$ cat src/rtl/raygroup_sched_pkg.sv
// Shared types for the ray-group channel scheduler: channel FSM states,
// channel encodings and the ray-group ID type.
package raygroup_sched_pkg;
  typedef enum logic [2:0] {IDLE, ISSUE, WAIT_BUSY, RUN, DONE} chan_state_e;
  localparam logic CHAN01 = 1'b0;
  localparam logic CHAN10 = 1'b1;
  typedef logic [1:0] raygroup_t;
endpackage

$ cat src/rtl/rr_arbiter.sv
// Round-robin arbiter: one-hot grant to the first requester at or after
// rr_ptr; rr_ptr advances past the winner whenever a grant is issued.
module rr_arbiter #(
  parameter int N = 4,
  parameter int W = (N > 1) ? $clog2(N) : 1
) (
  input  logic         clk,
  input  logic         reset,
  input  logic [N-1:0] req,
  input  logic         en,
  output logic [N-1:0] grant,
  output logic [W-1:0] grant_idx
);
  logic [W-1:0] rr_ptr;
  logic [W-1:0] k;
  logic         found;

  always_comb begin
    grant     = '0;
    grant_idx = '0;
    found     = 1'b0;
    k         = '0;
    if (en) begin
      for (int i = 0; i < N; i++) begin
        k = W'((int'(rr_ptr) + i) % N);
        if (!found && req[k]) begin
          found     = 1'b1;
          grant[k]  = 1'b1;
          grant_idx = k;
        end
      end
    end
  end

  // A grant only ever targets a valid requester, so a grant is a transfer.
  always_ff @(posedge clk or negedge reset) begin
    if (!reset)     rr_ptr <= '0;
    else if (found) rr_ptr <= (int'(grant_idx) == N - 1) ? '0 : grant_idx + 1'b1;
  end
endmodule

$ cat src/rtl/raygroup_scheduler.sv
// Shares engine channels 01 and 10 between NUM_REQ requesters.
// Optional watchdog: define RGSCHED_TIMEOUT_EN.
import raygroup_sched_pkg::*;

module raygroup_scheduler #(
  parameter int NUM_REQ        = 4,
  parameter int REQ_W          = $clog2(NUM_REQ),
  parameter int TIMEOUT_CYCLES = 1024
) (
  input  logic                 clk,
  input  logic                 reset,
  input  logic [NUM_REQ-1:0]   req_valid,
  input  logic [2*NUM_REQ-1:0] req_group,
  output logic [NUM_REQ-1:0]   req_ready,
  output raygroup_t            raygroup01,
  output logic                 raygroupvalid01,
  input  logic                 busy01,
  output raygroup_t            raygroup10,
  output logic                 raygroupvalid10,
  input  logic                 busy10,
  output logic                 done_valid,
  output logic [REQ_W-1:0]     done_req,
  output logic                 done_chan,
  output logic                 timeout_err
);
  chan_state_e        st    [2];
  raygroup_t          id_v  [2];
  logic [REQ_W-1:0]   own_v [2];
  logic [1:0]         busy, rpt;
  logic               run_q, any_idle, tgt;
  logic [NUM_REQ-1:0] grant;
  logic [REQ_W-1:0]   grant_idx;
  raygroup_t          gid;

  // Holds off grants while reset is asserted so req_ready reads 0 in reset.
  always_ff @(posedge clk or negedge reset) begin
    if (!reset) run_q <= 1'b0;
    else        run_q <= 1'b1;
  end

  assign busy     = {busy10, busy01};
  assign any_idle = run_q && (st[0] == IDLE || st[1] == IDLE);
  assign tgt      = (st[0] == IDLE) ? CHAN01 : CHAN10;
  assign rpt[0]   = (st[0] == DONE);
  assign rpt[1]   = (st[1] == DONE) && (st[0] != DONE);
  assign gid      = req_group[{grant_idx, 1'b0} +: 2];

  rr_arbiter #(.N(NUM_REQ), .W(REQ_W)) u_arb (
    .clk       (clk),
    .reset     (reset),
    .req       (req_valid),
    .en        (any_idle),
    .grant     (grant),
    .grant_idx (grant_idx)
  );

  assign req_ready = grant;

  for (genvar c = 0; c < 2; c++) begin : g_chan
    localparam logic CH = (c == 1) ? CHAN10 : CHAN01;
    chan_state_e      st_q, st_nxt;
    raygroup_t        id_q;
    logic [REQ_W-1:0] own_q;
    logic             take;

    assign take = (st_q == IDLE) && (|grant) && (tgt == CH);

`ifdef RGSCHED_TIMEOUT_EN
    localparam int CNT_W = $clog2(TIMEOUT_CYCLES + 1);
    logic [CNT_W-1:0] cnt_q;
    logic             tmo;
    // Fires on the TIMEOUT_CYCLES-th counted cycle of WAIT_BUSY/RUN.
    assign tmo = (st_q == WAIT_BUSY || st_q == RUN) &&
                 (cnt_q == CNT_W'(TIMEOUT_CYCLES - 1));
    always_ff @(posedge clk or negedge reset) begin
      if (!reset)                               cnt_q <= '0;
      else if (st_q == ISSUE)                   cnt_q <= '0;
      else if (st_q == WAIT_BUSY || st_q == RUN) cnt_q <= cnt_q + 1'b1;
    end
`endif

    always_comb begin
      st_nxt = st_q;
      unique case (st_q)
        IDLE:      if (take)     st_nxt = ISSUE;
        ISSUE:                   st_nxt = WAIT_BUSY;
        WAIT_BUSY: if (busy[c])  st_nxt = RUN;
        RUN:       if (!busy[c]) st_nxt = DONE;
        DONE:      if (rpt[c])   st_nxt = IDLE;
        default:                 st_nxt = IDLE;
      endcase
`ifdef RGSCHED_TIMEOUT_EN
      if (tmo) st_nxt = DONE;
`endif
    end

    always_ff @(posedge clk or negedge reset) begin
      if (!reset) begin
        st_q  <= IDLE;
        id_q  <= '0;
        own_q <= '0;
      end else begin
        st_q <= st_nxt;
        if (take) begin
          id_q  <= gid;
          own_q <= grant_idx;
        end else if (st_q == DONE && rpt[c]) begin
          id_q  <= '0;
          own_q <= '0;
        end
      end
    end

    assign st[c]    = st_q;
    assign id_v[c]  = id_q;
    assign own_v[c] = own_q;
  end

  assign raygroup01      = id_v[0];
  assign raygroup10      = id_v[1];
  assign raygroupvalid01 = (st[0] == ISSUE);
  assign raygroupvalid10 = (st[1] == ISSUE);

  always_ff @(posedge clk or negedge reset) begin
    if (!reset) begin
      done_valid <= 1'b0;
      done_req   <= '0;
      done_chan  <= CHAN01;
    end else begin
      done_valid <= |rpt;
      if (|rpt) begin
        done_chan <= rpt[0] ? CHAN01 : CHAN10;
        done_req  <= rpt[0] ? own_v[0] : own_v[1];
      end
    end
  end

`ifdef RGSCHED_TIMEOUT_EN
  always_ff @(posedge clk or negedge reset) begin
    if (!reset)                             timeout_err <= 1'b0;
    else if (g_chan[0].tmo || g_chan[1].tmo) timeout_err <= 1'b1;
  end
`else
  assign timeout_err = 1'b0;
`endif
endmodule

$ cat config.mk
export PLATFORM = sky130hd
export DESIGN_NAME = raygroup_scheduler
export DESIGN_NICKNAME = d
export VERILOG_FILES = /design/src/rtl/raygroup_sched_pkg.sv /design/src/rtl/rr_arbiter.sv /design/src/rtl/raygroup_scheduler.sv
export SDC_FILE = /design/constraint.sdc
export NUM_CORES = 1
export LEC_CHECK = 0
export ABC_AREA = 1
export BUFFER_PORTS_ARGS = -buffer_cell sky130_fd_sc_hd__buf_2
export CAP_MARGIN = 25
export CORE_MARGIN = 3
export CORE_UTILIZATION = 25
export CTS_BUF_LIST = sky130_fd_sc_hd__clkbuf_16
export CTS_CLUSTER_SIZE = 12
export DETAILED_ROUTE_END_ITERATION = 6
export GPL_ROUTABILITY_DRIVEN = 0
export PLACE_DENSITY = 0.53
export SYNTH_ARGS = -nofsm -noshare
export SYNTH_HDL_FRONTEND = slang
export SYNTH_SLANG_ARGS = --single-unit
$ cat constraint.sdc
create_clock -name clk -period 2.5 [get_ports clk]
set_clock_uncertainty 0.15 [all_clocks]
set_input_delay 0.125 -clock clk [delete_from_list [all_inputs] [get_ports clk]]
set_output_delay 0.125 -clock clk [all_outputs]
set_load 0.02 [all_outputs]
==> impl_results.md <==
- Run status: complete, no violations
- Net count after synthesis: 252
- Violation count after the first detailed-route iteration: 64
- Via count of the first global-routing pass: 1415
- Root cell of the clock tree: clkbuf_16
- Endpoint required time on the critical path: 2.49 ns
- # setup viols final: 0
- Length of routed met3 wiring: 135 um
- Critical Path End Type: flip-flop
- Area delta synth->final: 26.1%
- Max cap viols: 0
- Post-route antenna net violation count: 0
- Fin cells: 344
- IO Pins: 31
- Number of sinks on the clock net: 21
- GRT Residual Overflow: 0
- P per Cell Area: 1420 nW/um^2
- Via-to-Cell Ratio: 4.38
- Count of buffers added by post-CTS timing repair for setup: 0
- Mapped Cells: 228
- Count of input and output buffers: 29
- Effective utilization at floorplan: 26.1%
- Clock-pin slew reported for the worst setup and hold paths after clock tree synthesis: 0.05 ns
- Number of nets in the layout: 294
- Rows: 28
- Synthesis Warnings: 0
- Worst hold path type: in2reg
- Upper clock frequency limit: 0.447 GHz
- Static leakage: 0.00111 uW
- Kind of launch point of the worst setup path: flip-flop
- Vert. Die Dim: 85.1 um
- Type of the worst setup path: reg2reg
- Setup Total Neg Slack: 0 ns
- Max-slew violation count: 0
- Core region area: 5990 sq um
- Post-synthesis average cell area: 6.87 sq um
- Complex-gate fraction of the synthesized area: 9.59%
- Fill cell total of the finished layout: 634
- Synthesis-stage register bit count: 21
- Basic-gate share of the synthesized area counting and, or, nand and nor cells: 39.1%
- Highest-count cells in the layout ignoring fill and taps: nand2_1, inv_1, nand3_1, buf_2, dfrtp_1
- Critical path fanouts, max: 8
- Highest routing layer actually used: met4
- Number of distinct standard cells referenced by the synthesized netlist: 27
- Die area: 7250 sq um
- DRC: 0
- Fin. Hold Viols: 0
- Detailed-route via count: 1508
- Max Buffers Root-to-Sink: 2
- Seq/Total Area, Yosys: 33.6%
- Cts bufs inserted: 3
- Leading cell type in the layout, fill and taps excluded: nand2_1
- Met2 wire length: 1770 um
- Global-route wire length before repair: 6340 um
- DP HPWL: 2860 um
- Synth top area share: 33.6%
- End-of-flow core utilization: 33.0%
- Overall track demand over capacity in global routing: 10.6%
- Chip width: 85.1 um
- Fraction of layout instances using a drive strength above 1: 23.8%
- Detailed-route wire length per cell: 10.5 um
- Post-synthesis share of cell area spent on xor and xnor gates: 0.560%
- Main combinational cell family by area after synthesis: simple AND/OR/NAND/NOR gates
- Clock latency on the worst-skew pair: 0.25 ns
- Ratio of final minimum period to clock period: 89.6%
- Antenna violations before repair: 0
- Multiplexer fraction of the synthesized cell area: 0%
- Crit path time final: 2.24 ns
- Drt pass-1 iters: 4
- Library cell with the largest summed area after synthesis: dfrtp_1
- Maximum level of the CTS H-tree: 1
- Number of inserted diodes: 0
- Share of synthesized cell area in full adder, half adder and majority cells: 6.39%
- Area contributors post-synth: dfrtp_1, nand2_1, nand3_1, inv_1, ha_1
- Maximum number of pins on one net before global-route repair: 22
- Inst Count DP: 336
- Met1 Routed Length: 1680 um
- Unrepaired setup endpoints after global routing: false
- Worst Path Arrival: 2.23 ns
- Mapped Area: 1570 sq um
- Sum of routed wire length over all layers: 3610 um
- TritonCTS clock tree: done
- VDD IR max: 427 uV
==> state kept, by name (all words and copies together), names as in the netlist <==
register	flops
g_chan.st_q	6
g_chan.own_q	4
done_req	2
raygroup01	2
raygroup10	2
u_arb.rr_ptr	2
done_chan	1
done_valid	1
run_q	1
==> path summary, 6_finish.rpt <==
path                                      start                  to  slack [ns]  cells after the start
worst max-delay path            u_arb.rr_ptr[1]       raygroup01[0]        0.26                     15
worst min-delay path               req_group[5]       raygroup01[1]        0.16                      7
worst max register to register  u_arb.rr_ptr[1]       raygroup01[0]        0.26                     15
worst min register to register      done_req[1]         done_req[1]        0.33                      2
max in group asynchronous                 reset  g_chan[1].own_q[0]        1.66                      2
min in group asynchronous                 reset   g_chan[1].st_q[0]        0.21                      2
==> synth_stat cells <==
library cell and n:
o21ai_0 6, nor2_4 2, nand2_1 67, o21ai_1 5, xor2_1 1, o21ai_2 1, nor2_2 2, a21boi_2 1
conb_1 2, ha_1 8, a21oi_1 4, nand4_1 6, o211a_1 1, nand3_2 2, a31oi_1 1, nand2_4 3
nand2_2 5, nand3_1 29, a21boi_1 2, nor2_1 10, dfrtp_1 21, buf_4 1, nor3_1 4, inv_1 36
inv_2 5, a21boi_0 2, a21oi_2 1
==> per-layer routing <==
metal	vias to the layer above	GRT usage (%)
met5	-	0
met4	0	1.29
met3	2	2.23
met2	27	18.6
met1	672	13.7
li1	807	-
==> power by group <==
group	switching (uW)	leakage [uW]	internal (uW)
Combinational	1280	0.000801	637
Sequential	75.2	0.000270	472
Clock	120	0.0000409	215
Total	1480	0.00111	1320
==> layout make-up <==
cell class / count / area, sq um / area share (%)
repair buffers: 37 / 213 / 10.8
multi-input cells: 166 / 908 / 46.0
clock inverters: 1 / 5.00 / 0.253
well taps: 75 / 93.8 / 4.75
inverters: 41 / 154 / 7.79
clock buffers: 3 / 75.1 / 3.80
flip-flops and latches: 21 / 526 / 26.6
==> cell families after synthesis <==
group,Yosys count
and+or+nand+nor,130
AOI/OAI and AO/OA,24
adders and majority gates,8
other,2
DFF,21
xor gates and xnor gates,1
buffers and inverters,42
==> stage by stage <==
step	hold WS, ns	instance area (sq um)	total power [uW]	setup slack, ns
floorplan	-0.321	1570	1920	0.185
global placement	-0.0305	1830	2390	0.222
detailed placement	-0.0362	1830	2400	0.176
CTS	0.145	1940	2750	0.167
global route	0.185	1970	3130	0.0140
finish	0.158	1970	2800	0.261
==> worst max-delay path: stages, from the launching register on <==
cell and delay (ns):
dfrtp_1 0.34, inv_1 0.08, ha_4 0.30, inv_1 0.06
nand2_1 0.06, nand2_1 0.12, nor2_4 0.19, nand2_1 0.08
o21ai_2 0.22, nor2_4 0.10, inv_2 0.11, nand2_1 0.06
nand3_1 0.07, nand2_1 0.08, nand2_1 0.07, nand2_1 0.05
==> timing repair <==
| item | in CTS | in global routing |
|---|---|---|
| gates resized for setup | 0 | 5 |
| hold buffers | 3 | 0 |
| setup endpoints to repair | 0 | 17 |
| hold endpoints to repair | 23 | 0 |
(Power assumes the default switching activity.)
